[src/rtl/serial_comparator_ctrl_if.sv]
// Handshake and comparator-slice bundle for the serial comparator sequencer.
// slave = sequencer side; master = requester plus external 2-bit comparator.
interface serial_comparator_ctrl_if #(
    parameter int WIDTH = 8
);
    logic             start;
    logic [WIDTH-1:0] A;
    logic [WIDTH-1:0] B;
    logic [1:0]       sliceA;
    logic [1:0]       sliceB;
    logic             slice_eq;
    logic             slice_gt;
    logic             slice_lt;
    logic             busy;
    logic             done;
    logic             AequalsB;
    logic             AgreaterB;
    logic             AlessB;
    logic             err;

    modport slave (
        input  start, A, B, slice_eq, slice_gt, slice_lt,
        output sliceA, sliceB, busy, done, AequalsB, AgreaterB, AlessB, err
    );

    modport master (
        output start, A, B, slice_eq, slice_gt, slice_lt,
        input  sliceA, sliceB, busy, done, AequalsB, AgreaterB, AlessB, err
    );
endinterface

[src/rtl/serial_comparator_ctrl.sv]
// Walks two WIDTH-bit operands MSB pair first through one external 2-bit
// magnitude comparator and returns a registered eq/gt/lt result with a done pulse.
module serial_comparator_ctrl #(
    parameter int WIDTH      = 8,
    parameter int EARLY_EXIT = 1
) (
    input  logic                      clk,
    input  logic                      rst,
    serial_comparator_ctrl_if.slave   bus
);
    localparam int NSLICE = WIDTH / 2;
    localparam int IW     = (NSLICE > 1) ? $clog2(NSLICE) : 1;

    typedef enum logic [1:0] {IDLE, COMPARE, DONE} state_t;

    typedef struct packed {
        logic gt;
        logic lt;
    } outcome_t;

    state_t                  state, nextState;
    logic [NSLICE-1:0][1:0]  opA, opB;
    logic [IW-1:0]           idx;
    logic                    decided;
    outcome_t                rec, nextRec;
    logic                    flagsOk, sliceDiff, lastSlice;
    logic                    errR, eqR, gtR, ltR;

    // Comparator must report exactly one relation per slice.
    always_comb begin
        case ({bus.slice_eq, bus.slice_gt, bus.slice_lt})
            3'b100, 3'b010, 3'b001: flagsOk = 1'b1;
            default:                flagsOk = 1'b0;
        endcase
    end

    assign sliceDiff = flagsOk & ~bus.slice_eq;
    assign lastSlice = (idx == '0);

    // Only the first unequal slice decides; later slices cannot override it.
    always_comb begin
        nextRec = rec;
        if (!decided) begin
            nextRec.gt = sliceDiff & bus.slice_gt;
            nextRec.lt = sliceDiff & bus.slice_lt;
        end
    end

    always_ff @(posedge clk) begin
        if (rst) state <= IDLE;
        else     state <= nextState;
    end

    always_comb begin
        nextState = state;
        case (state)
            IDLE:    if (bus.start) nextState = COMPARE;
            COMPARE: begin
                if (!flagsOk)
                    nextState = DONE;
                else if ((EARLY_EXIT != 0) && !decided && sliceDiff)
                    nextState = DONE;
                else if (lastSlice)
                    nextState = DONE;
            end
            DONE:    nextState = IDLE;
            default: nextState = IDLE;
        endcase
    end

    always_comb begin
        bus.busy   = 1'b0;
        bus.done   = 1'b0;
        bus.sliceA = 2'b00;
        bus.sliceB = 2'b00;
        case (state)
            COMPARE: begin
                bus.busy   = 1'b1;
                bus.sliceA = opA[idx];
                bus.sliceB = opB[idx];
            end
            DONE: begin
                bus.busy = 1'b1;
                bus.done = 1'b1;
            end
            default: ;
        endcase
    end

    always_ff @(posedge clk) begin
        if (rst) begin
            opA     <= '0;
            opB     <= '0;
            idx     <= '0;
            decided <= 1'b0;
            rec     <= '0;
            errR    <= 1'b0;
            eqR     <= 1'b0;
            gtR     <= 1'b0;
            ltR     <= 1'b0;
        end else begin
            case (state)
                IDLE: begin
                    if (bus.start) begin
                        opA     <= bus.A;
                        opB     <= bus.B;
                        idx     <= IW'(NSLICE - 1);
                        decided <= 1'b0;
                        rec     <= '0;
                        errR    <= 1'b0;
                        eqR     <= 1'b0;
                        gtR     <= 1'b0;
                        ltR     <= 1'b0;
                    end
                end
                COMPARE: begin
                    // A bad slice aborts with results left at their cleared zeros.
                    if (!flagsOk) begin
                        errR <= 1'b1;
                    end else begin
                        rec     <= nextRec;
                        decided <= decided | sliceDiff;
                        if (nextState == DONE) begin
                            gtR <= nextRec.gt;
                            ltR <= nextRec.lt;
                            eqR <= ~nextRec.gt & ~nextRec.lt;
                        end else begin
                            idx <= idx - 1'b1;
                        end
                    end
                end
                default: ;
            endcase
        end
    end

    assign bus.err       = errR;
    assign bus.AequalsB  = eqR;
    assign bus.AgreaterB = gtR;
    assign bus.AlessB    = ltR;

endmodule

[src/flat_wrapper.sv]
// flat-port wrapper written by rule: the top's interface ports become plain ports
module serial_comparator_ctrl_flat 
#(
    parameter int WIDTH      = 8,
    parameter int EARLY_EXIT = 1
)
  (clk, rst, bus_start, bus_A, bus_B, bus_slice_eq, bus_slice_gt, bus_slice_lt, bus_sliceA, bus_sliceB, bus_busy, bus_done, bus_AequalsB, bus_AgreaterB, bus_AlessB, bus_err);
  serial_comparator_ctrl_if #(.WIDTH(WIDTH)) bus_i ();
  input  logic clk;
  input  logic rst;
  input wire logic [$bits(bus_i.start)-1:0] bus_start;
  input wire logic [$bits(bus_i.A)-1:0] bus_A;
  input wire logic [$bits(bus_i.B)-1:0] bus_B;
  input wire logic [$bits(bus_i.slice_eq)-1:0] bus_slice_eq;
  input wire logic [$bits(bus_i.slice_gt)-1:0] bus_slice_gt;
  input wire logic [$bits(bus_i.slice_lt)-1:0] bus_slice_lt;
  output wire logic [$bits(bus_i.sliceA)-1:0] bus_sliceA;
  output wire logic [$bits(bus_i.sliceB)-1:0] bus_sliceB;
  output wire logic [$bits(bus_i.busy)-1:0] bus_busy;
  output wire logic [$bits(bus_i.done)-1:0] bus_done;
  output wire logic [$bits(bus_i.AequalsB)-1:0] bus_AequalsB;
  output wire logic [$bits(bus_i.AgreaterB)-1:0] bus_AgreaterB;
  output wire logic [$bits(bus_i.AlessB)-1:0] bus_AlessB;
  output wire logic [$bits(bus_i.err)-1:0] bus_err;
  assign bus_i.start = bus_start;
  assign bus_i.A = bus_A;
  assign bus_i.B = bus_B;
  assign bus_i.slice_eq = bus_slice_eq;
  assign bus_i.slice_gt = bus_slice_gt;
  assign bus_i.slice_lt = bus_slice_lt;
  assign bus_sliceA = bus_i.sliceA;
  assign bus_sliceB = bus_i.sliceB;
  assign bus_busy = bus_i.busy;
  assign bus_done = bus_i.done;
  assign bus_AequalsB = bus_i.AequalsB;
  assign bus_AgreaterB = bus_i.AgreaterB;
  assign bus_AlessB = bus_i.AlessB;
  assign bus_err = bus_i.err;
  serial_comparator_ctrl #(.WIDTH(WIDTH), .EARLY_EXIT(EARLY_EXIT)) u_core (.clk(clk), .rst(rst), .bus(bus_i));
endmodule
[config.mk]
export PLATFORM = sky130hd
export DESIGN_NAME = serial_comparator_ctrl_flat
export DESIGN_NICKNAME = d
export VERILOG_FILES = /design/src/rtl/serial_comparator_ctrl_if.sv /design/src/rtl/serial_comparator_ctrl.sv /design/src/flat_wrapper.sv
export SDC_FILE = /design/constraint.sdc
export NUM_CORES = 1
export LEC_CHECK = 0
export BUFFER_PORTS_ARGS = -buffer_cell sky130_fd_sc_hd__clkbuf_2
export CORE_MARGIN = 2
export CORE_UTILIZATION = 40
export CTS_CLUSTER_DIAMETER = 40
export CTS_CLUSTER_SIZE = 12
export DETAILED_ROUTE_END_ITERATION = 10
export PLACE_DENSITY = 0.62
export SYNTH_ARGS = -nofsm -noshare
export SYNTH_HDL_FRONTEND = slang
export SYNTH_SLANG_ARGS = --single-unit
[constraint.sdc]
create_clock -name clk -period 3.2 [get_ports clk]
set_clock_uncertainty 0.15 [all_clocks]
set_input_delay 0.32 -clock clk [delete_from_list [all_inputs] [get_ports clk]]
set_output_delay 0.32 -clock clk [all_outputs]
set_load 0.03 [all_outputs]
* Word level (Yosys, flattened, before mapping) *
Cells that the tools add are included.

word-level totals
  register bits = 27

cells by class
  eq/ne operators = 11
  bitwise operators = 8
  add/sub/neg operators = 1
  muxes and demuxes = 36
  order comparisons = 1
  reduce and logical (&&, ||, !) cells = 12

operator list
  cell                                                                   number
  2-bit 2-to-1 mux                                                       14
  1-bit 2-to-1 mux                                                       12
  2-bit one-hot mux with 2 select lines                                  3
  1-bit one-hot mux with 2 select lines                                  5
  2-bit binary-select mux with 2-bit select                              2
  4-bit AND reduction                                                    2
  2-bit != test, second input constant                                   3
  3-bit AND reduction                                                    2
  1-bit AND                                                              4
  2-bit equality test, second input constant                             2
  2-bit logical NOT                                                      2
  2-bit by 1-bit != test with 1-bit output, second input constant        2
  3-bit by 1-bit equality test with 1-bit output, second input constant  1
  3-bit by 2-bit equality test with 1-bit output, second input constant  1
  3-bit equality test, second input constant                             1
  2-bit by 3-bit < comparator with 1-bit output, second input constant   1
  1-bit NOT                                                              3
  3-bit OR reduction                                                     1
  2-bit by 1-bit equality test with 1-bit output, second input constant  1
  2-bit AND reduction                                                    1
  2-bit nonzero test                                                     1
  2-bit OR reduction                                                     1
  2-bit by 1-bit subtractor with 2-bit output, second input constant     1
  1-bit logical AND                                                      1
  other kinds (2)                                                        2

* Depth between registers and ports, before layout *
Gate-level depths: netlist of run 1.

  depth in word-level cells = 12
  depth in mapped cells = 8

* Least setup slack after synthesis of run 1 *
OpenSTA, ideal clock, no wires.

  path kind = register -> register
  start point = register u_core.idx[0]
  end point = register u_core.idx[1]
  required time = 2.928 ns
  path slack = 1.369 ns
  library setup time = 0.122 ns
  period minus slack after synthesis = 1.831 ns
  data arrival time = 1.559 ns
  stages on the path, launching flop included = 9
  cells stage by stage = dfxtp_1 -> clkbuf_1 -> inv_1 -> ha_1 -> nor2b_1 -> o21ai_0 -> o2bb2ai_1 -> a21oi_1 -> o311a_1

on the way
  cells in the longest elaborated chain, start to end = 8
  elaborated cells between the ends (all ways) = 12
  those cells by class = 1 x add/sub; 2 x eq/ne; 7 x mux; 2 x reduce/logical

ends and longest elaborated chain
  what                                   line                           RTL
  from (decl)                            serial_comparator_ctrl.sv:23   logic [IW-1:0] idx;
  from (signal assigned)                 serial_comparator_ctrl.sv:107  idx <= IW'(NSLICE - 1);
  from (signal assigned)                 serial_comparator_ctrl.sv:128  idx <= idx - 1'b1;
  2-bit logical NOT                      serial_comparator_ctrl.sv:38   assign lastSlice = (idx == '0);
  2-bit 2-to-1 mux                       serial_comparator_ctrl.sv:63   else if (lastSlice)
  2-bit 2-to-1 mux                       serial_comparator_ctrl.sv:61   else if ((EARLY_EXIT != 0) && !decided && sliceDiff)
  2-bit 2-to-1 mux                       serial_comparator_ctrl.sv:59   if (!flagsOk)
  2-bit one-hot mux with 2 select lines  serial_comparator_ctrl.sv:56   case (state)
  2-bit equality test                    serial_comparator_ctrl.sv:123  if (nextState == DONE) begin
  2-bit != test (no source line)         n/a
  4-bit AND reduction (no source line)   n/a

Several ways; a longest one is shown, not always the timed one. The select of a mux whose other input is x is not followed.
A chain may end at the register's enable or synchronous reset.

* Worst setup path in the final report of run 1 *
  start point = register u_core.idx[0]
  end point = output port bus_sliceA[0]

on the way
  cells in the longest elaborated chain, start to end = 3

ends and longest elaborated chain
  what                                       line                          RTL
  2-bit binary-select mux with 2-bit select  serial_comparator_ctrl.sv:79  bus.sliceA = opA[idx];
  2-bit 2-to-1 mux (not written as such)     serial_comparator_ctrl.sv:79
  2-bit 2-to-1 mux                           serial_comparator_ctrl.sv:76  case (state)
  to (decl)                                  flat_wrapper.sv:17            output wire logic [$bits(bus_i.sliceA)-1:0] bus_sliceA;

Every way passes these cells. The select of a mux whose other input is x is not followed.

==> out/metrics.csv, run 1 <==
metric,value,unit
globalRouteMet1Util,20.5,%
ctsRootBufferMaster,sky130_fd_sc_hd__clkbuf_4,
maxClockFrequency,0.445,GHz
post_synth_inst_count,160,
synth.cell_area,1330,µm²
max-slew-margin-rel,53.3,%
asyncSetResetFlopFracSynth,0,%
worstPathRequired,2.73,ns
met3_global_route_usage,4.41,%
timing.max_cap.violations,0,
grt_max_degree,27,
fp.dieW,61.6,µm
pin_count,32,
finalCriticalPeriod,2.25,ns
synth_ff_type,sky130_fd_sc_hd__dfxtp_1,
hold_path_class,primary input to register,
critical_path.max_stage_delay,0.55,ns
clock_path_buffers,2,
vias_in_the_first_global_route,1145,
grt_first_pass_wirelength,4840,µm
cp.buffers_inverters,1,
mappedNetlistNets,186,
slew_viol_final,0,
h-tree-depth,1,
placeableCoreArea,3100,µm²
grt_setup_unrepaired,false,
dieHeight,61.6,µm
tritoncts,done,
design.die.area,3800,µm²
dr_total_vias,1198,
min_period_over_period,70.2,%
yosysWarnings,0,
leakage,0.622,nW
port_buffers,31,
antenna_found_initial,0,
drc,0,
clk_pin_slew_worst_paths,0.15,ns
critPathCaptureType,output port,
total_negative_setup_slack,0,ns
ys_seq_elements,27,
fin_area,1530,µm²
clkSinkCount,27,
number_of_antenna_violating_nets_in_the_routed_design,0,
wirelength,2840,µm
wire_length_per_cell,12.4,µm
drt_first_pass_iters,4,
finish.net_count,213,
globalRouteTotalUtil,17.2,%
cts-buffers-inserted,3,
vias_per_cell,5.21,
worst-slew-pin-transition,0.698,ns
synth-edff-count,0,
worst_path_dominant_cell_family,flip-flops,
synth_area_per_cell,8.30,µm²
finalWeightedCongestion,0.834,
critical_setup_path_kind,register to output port,
worstPathCellList,"mux4_2, and2_1, clkbuf_2",
ys_types,35,
n_antenna_cell,0,
core.rowCount,20,
peak_usage_layer_in_the_global_routing_report,met2,
detailedPlacementHpwl,2110,µm
flow.area_growth_from_synthesis,15.4,%
timing.final.setup_violations,0,
initial_utilization,42.8,%
outcome,completed,
final_hold_viol_count,0,
power-per-cell-area,526,nW/µm²
post-cts-setup-buffer-count,0,
critPathLaunchType,register,
worst-endpoint-arrival,1.78,ns
postPlaceCellArea,1500,µm²
post_cts_resized,0,
critical_path.max_fanout,6,
worst-r2r-setup-slack,1.01,ns
holdBufCountCts,0,
slowest_stage,sky130_fd_sc_hd__dfxtp_1,
seq_area_frac_synth,40.7,%
initialDrtViolationCount,38,
clk_latency,0.33,ns
proportion_of_layout_cells_with_a_drive_suffix_above_1,24.7,%
ir_drop,0.288,mV
grt_overflow,0,
grt_use_met2,29.9,%
kinds of logic after synthesis:
family	share of synthesized area [%]
and+or+nand+nor	24.6
AOI/OAI and AO/OA	18.8
DFF	40.7
buffers and inverters	3.96
muxes	7.54
adders and majority gates	3.77
xor gates and xnor gates	0.660
synthesized netlist by cell type (2+ instances only):
cell type,number,area share [%]
sky130_fd_sc_hd__a21oi_1,25,9.4
sky130_fd_sc_hd__and2_1,5,2.4
sky130_fd_sc_hd__clkbuf_1,9,2.5
sky130_fd_sc_hd__dfxtp_1,27,41
sky130_fd_sc_hd__ha_1,4,3.8
sky130_fd_sc_hd__inv_1,5,1.4
sky130_fd_sc_hd__mux4_2,4,6.8
sky130_fd_sc_hd__nand2_1,39,11
sky130_fd_sc_hd__nand2b_1,2,0.94
sky130_fd_sc_hd__nand3_1,2,0.75
sky130_fd_sc_hd__nand4_1,2,0.94
sky130_fd_sc_hd__nor2_1,8,2.3
sky130_fd_sc_hd__nor4b_1,2,1.3
sky130_fd_sc_hd__o21ai_0,4,1.5
sky130_fd_sc_hd__o22ai_1,2,0.94
final cells by class:
type	count	area (µm²)
inverter	5	18.8
sequential	27	541
fill	341	1570
multi-input combinational	119	734
clock inverter	1	5.00
timing repair buffer	31	155
tap	44	55.1
clock buffer	3	22.5
layer usage:
metal	part of all wire, %	up-vias	routed length [µm]
met5	0	-	0
met1	46	564	1300
met2	48	25	1380
met3	4.4	6	125
li1	-	603	-
met4	1.6	0	46
metrics by stage:
step / power [mW] / hold WS [ns] / instances / util [%] / setup slack [ns]
finish: 0.806 / 0.0356 / 230 / 49.4 / 0.953
global route: 0.865 / 0.0144 / 230 / 49.4 / 0.841
CTS: 0.816 / 0.0227 / 230 / 49.4 / 0.916
detailed placement: 0.663 / 0.298 / 226 / 48.5 / 1.05
global placement: 0.657 / 0.291 / 226 / 48.5 / 1.11
floorplan: 0.605 / 0.282 / 160 / - / 1.37
cells in the final DEF, fill, tap and decap left out:
cell type	count
sky130_fd_sc_hd__a211oi_1	1
sky130_fd_sc_hd__a21o_1	1
sky130_fd_sc_hd__a21o_2	1
sky130_fd_sc_hd__a21oi_1	25
sky130_fd_sc_hd__a2bb2oi_2	1
sky130_fd_sc_hd__and2_1	5
sky130_fd_sc_hd__clkbuf_2	31
sky130_fd_sc_hd__clkbuf_4	3
sky130_fd_sc_hd__clkinv_2	1
sky130_fd_sc_hd__dfxtp_1	27
sky130_fd_sc_hd__ha_1	4
sky130_fd_sc_hd__inv_1	5
sky130_fd_sc_hd__mux2i_1	1
sky130_fd_sc_hd__mux4_2	4
sky130_fd_sc_hd__nand2_1	39
sky130_fd_sc_hd__nand2b_1	2
sky130_fd_sc_hd__nand2b_2	1
sky130_fd_sc_hd__nand3_1	2
sky130_fd_sc_hd__nand4_1	2
sky130_fd_sc_hd__nor2_1	8
sky130_fd_sc_hd__nor2b_1	1
sky130_fd_sc_hd__nor3_1	1
sky130_fd_sc_hd__nor3_4	1
sky130_fd_sc_hd__nor4_1	1
sky130_fd_sc_hd__nor4b_1	2
sky130_fd_sc_hd__o211ai_1	1
sky130_fd_sc_hd__o21a_1	1
sky130_fd_sc_hd__o21a_2	1
sky130_fd_sc_hd__o21ai_0	4
sky130_fd_sc_hd__o21ba_2	1
sky130_fd_sc_hd__o22ai_1	2
sky130_fd_sc_hd__o2bb2ai_1	1
sky130_fd_sc_hd__o311a_1	1
sky130_fd_sc_hd__or2_4	1
sky130_fd_sc_hd__or3_1	1
sky130_fd_sc_hd__or3b_1	1
sky130_fd_sc_hd__xnor2_1	1
power by group:
part / internal, mW / total [mW] / switching, mW / leakage, nW
sequential: 0.368 / 0.403 / 0.0340 / 0.221
combinational: 0.106 / 0.253 / 0.147 / 0.384
clock: 0.0470 / 0.150 / 0.103 / 0.0177
total: 0.521 / 0.806 / 0.285 / 0.622
sequential cells by signal, summed over array words and instances, names as in the netlist, 2 cells and up:
name	flops
u_core.idx	2
u_core.rec	2
u_core.opA	8
u_core.opB	8
u_core.state	2
worst reg2reg max path: stages (launching register included):
cell and delay [ns]:
sky130_fd_sc_hd__dfxtp_1 0.38, sky130_fd_sc_hd__inv_1 0.07, sky130_fd_sc_hd__ha_1 0.28, sky130_fd_sc_hd__nand2_1 0.56
sky130_fd_sc_hd__o2bb2ai_1 0.27, sky130_fd_sc_hd__a21oi_1 0.11, sky130_fd_sc_hd__o311a_1 0.29
worst paths after layout:
path | from | endpoint | depth (start not counted)
worst max-delay path | u_core.idx[0]$_SDFFE_PP0P_ | bus_sliceA[0] | 3
worst min-delay path | bus_A[5] | u_core.opA[5]$_SDFFE_PP0P_ | 3
worst max register to register | u_core.state[0]$_SDFF_PP0_ | u_core.idx[1]$_SDFFE_PP0P_ | 6
worst min register to register | u_core.rec[1]$_SDFFE_PP0P_ | u_core.rec[1]$_SDFFE_PP0P_ | 2
No activity file was read; power rests on OpenSTA's default activity.
==> inputs of run 2 (changes only) <==
Settings changed: PLACE_DENSITY 0.62 to 0.64.
Clock period 3.2 ns to 2 ns, I/O delays scaled along.
==> out/metrics.csv, run 2 (synthesized netlist as in run 1, its figures left out) <==
metric,value,unit
clkSinkCount,27,
combinationalPowerShare,38.8,%
cts-buffers-inserted,3,
proportion_of_layout_cells_with_a_drive_suffix_above_1,29.7,%
finish.net_count,239,
power.switching_fraction,33.6,%
grt_max_degree,27,
hold_path_class,primary input to register,
timing.final.setup_violations,0,
met2_wire_length,1460,µm
h-tree-depth,1,
number_of_antenna_violating_nets_in_the_routed_design,0,
layout.cells.most_common_list,"39 x sky130_fd_sc_hd__nand2_1, 28 x sky130_fd_sc_hd__clkbuf_2, 24 x sky130_fd_sc_hd__a21oi_1, 23 x sky130_fd_sc_hd__dfxtp_1, 16 x sky130_fd_sc_hd__dlygate4sd3_1",
clk_latency,0.32,ns
timing.critical_path.mode_cell,sky130_fd_sc_hd__buf_6,
min_period_over_period,97.4,%
leakage,0.746,nW
core.rowCount,20,
route.top_layer_used,met4,
wire_length_per_cell,11.8,µm
ctsRootBufferMaster,sky130_fd_sc_hd__clkbuf_4,
worstPathCellList,"buf_6, mux4_2, and2_1, buf_6",
power.sequential.fraction,44.7,%
fp.dieW,61.6,µm
ir_drop,0.344,mV
total_negative_setup_slack,0,ns
dr_total_vias,1281,
critPathCaptureType,output port,
n_antenna_cell,0,
antenna_found_initial,0,
largestRegisters,"u_core.opA x8, u_core.opB x8",
port_buffers,31,
grt_first_pass_wirelength,4830,µm
critical_path.max_fanout,5,
fin_area,1810,µm²
power-per-cell-area,776,nW/µm²
worstPathRequired,1.65,ns
register_area,548,µm²
grt_overflow,0,
vias_in_the_first_global_route,1168,
postPlaceCellArea,1550,µm²
maxClockFrequency,0.513,GHz
dp_cells,232,
drc,0,
internal_power,0.933,mW
initial_utilization,42.8,%
mostFrequentLayoutCell,sky130_fd_sc_hd__nand2_1,
pin_count,32,
critical_path.max_stage_delay,0.48,ns
clk_pin_slew_worst_paths,0.14,ns
wl_met3,132,µm
flow.area_growth_from_synthesis,36.4,%
slowest_stage,sky130_fd_sc_hd__mux4_2,
clock_path_buffers,2,
multi_input_combinational_cell_area,746,µm²
finalWeightedCongestion,0.745,
post-layout-total-power,1.41,mW
initialDrtViolationCount,35,
worst-slew-pin-transition,0.674,ns
finalCriticalPeriod,1.95,ns
wirelength_met1,1380,µm
critical_setup_path_kind,register to output port,
switching_pwr,0.473,mW
max-slew-margin-rel,54.6,%
vias_per_cell,5.00,
drt_first_pass_iters,4,
placeableCoreArea,3100,µm²
fillers,297,
globalRouteTotalUtil,17.3,%
design.die.area,3800,µm²
detailedPlacementHpwl,2150,µm
dieHeight,61.6,µm
worst-endpoint-arrival,1.60,ns
timing.max_cap.violations,0,
final_hold_viol_count,0,
outcome,completed,
critPathLaunchType,register,
slew_viol_final,0,
clock_power_share,16.5,%
tritoncts,done,
wirelength,3010,µm
non_filler_instances,256,
==> run 2: repair_timing <==
item,in CTS,in global routing
resized for setup,6,15
endpoints found under the hold margin,16,0
pin swaps,0,2
hold buffers,16,0
setup buffers,1,3
setup endpoints to repair,4,8
==> run 2: final cells by class <==
| cell class | count | share of cell area, % |
|---|---|---|
| timing repair buffer | 57 | 23.0 |
| multi-input combinational | 119 | 41.2 |
| tap | 44 | 3.04 |
| clock buffer | 4 | 1.45 |
| inverter | 5 | 1.04 |
| sequential | 27 | 30.3 |
==> run 2: per-layer routing <==
metal,vias up,track usage (%)
met5,-,0
met4,0,6.99
met3,4,4.41
met2,26,29.3
met1,589,20.9
li1,662,-
==> run 2: worst max-delay path, delay by kind of cell, from the launching register on <==
family,cells,cell delay [ns]
buffers and inverters,2,0.26
muxes,1,0.48
DFF,1,0.36
and+or+nand+nor,1,0.18
==> run 2: path summary, 6_finish.rpt <==
kind,slack (ns),to,cells past startpoint,start
setup / recovery,0.05,bus_sliceB[1],4,u_core.idx[0]$_SDFFE_PP0P_
hold / removal,0.09,u_core.decided$_SDFFE_PP0P_,3,bus_slice_eq
setup reg to reg,0.15,u_core.idx[1]$_SDFFE_PP0P_,8,u_core.idx[1]$_SDFFE_PP0P_
hold reg to reg,0.31,u_core.opB[7]$_SDFFE_PP0P_,2,u_core.opB[7]$_SDFFE_PP0P_
==> run 2: per-stage QoR <==
stage / worst slack (ns) / hold WS (ns) / utilization [%]
final: 0.0512 / 0.0900 / 58.3
after global routing: -0.000341 / 0.111 / 58.3
after CTS: 0.00200 / 0.0767 / 56.7
after detailed placement: 0.0676 / 0.282 / 49.9
after global placement: 0.157 / 0.274 / 49.9
after floorplan: 0.169 / 0.186 / -
==> run 2: power groups by stage <==
stage / Sequential (mW) / Combinational, mW / Clock, mW
floorplan: 0.628 / 0.340 / 0
global route: 0.635 / 0.606 / 0.262
detailed placement: 0.638 / 0.465 / 0
finish: 0.629 / 0.545 / 0.231
global placement: 0.635 / 0.458 / 0
CTS: 0.630 / 0.510 / 0.244
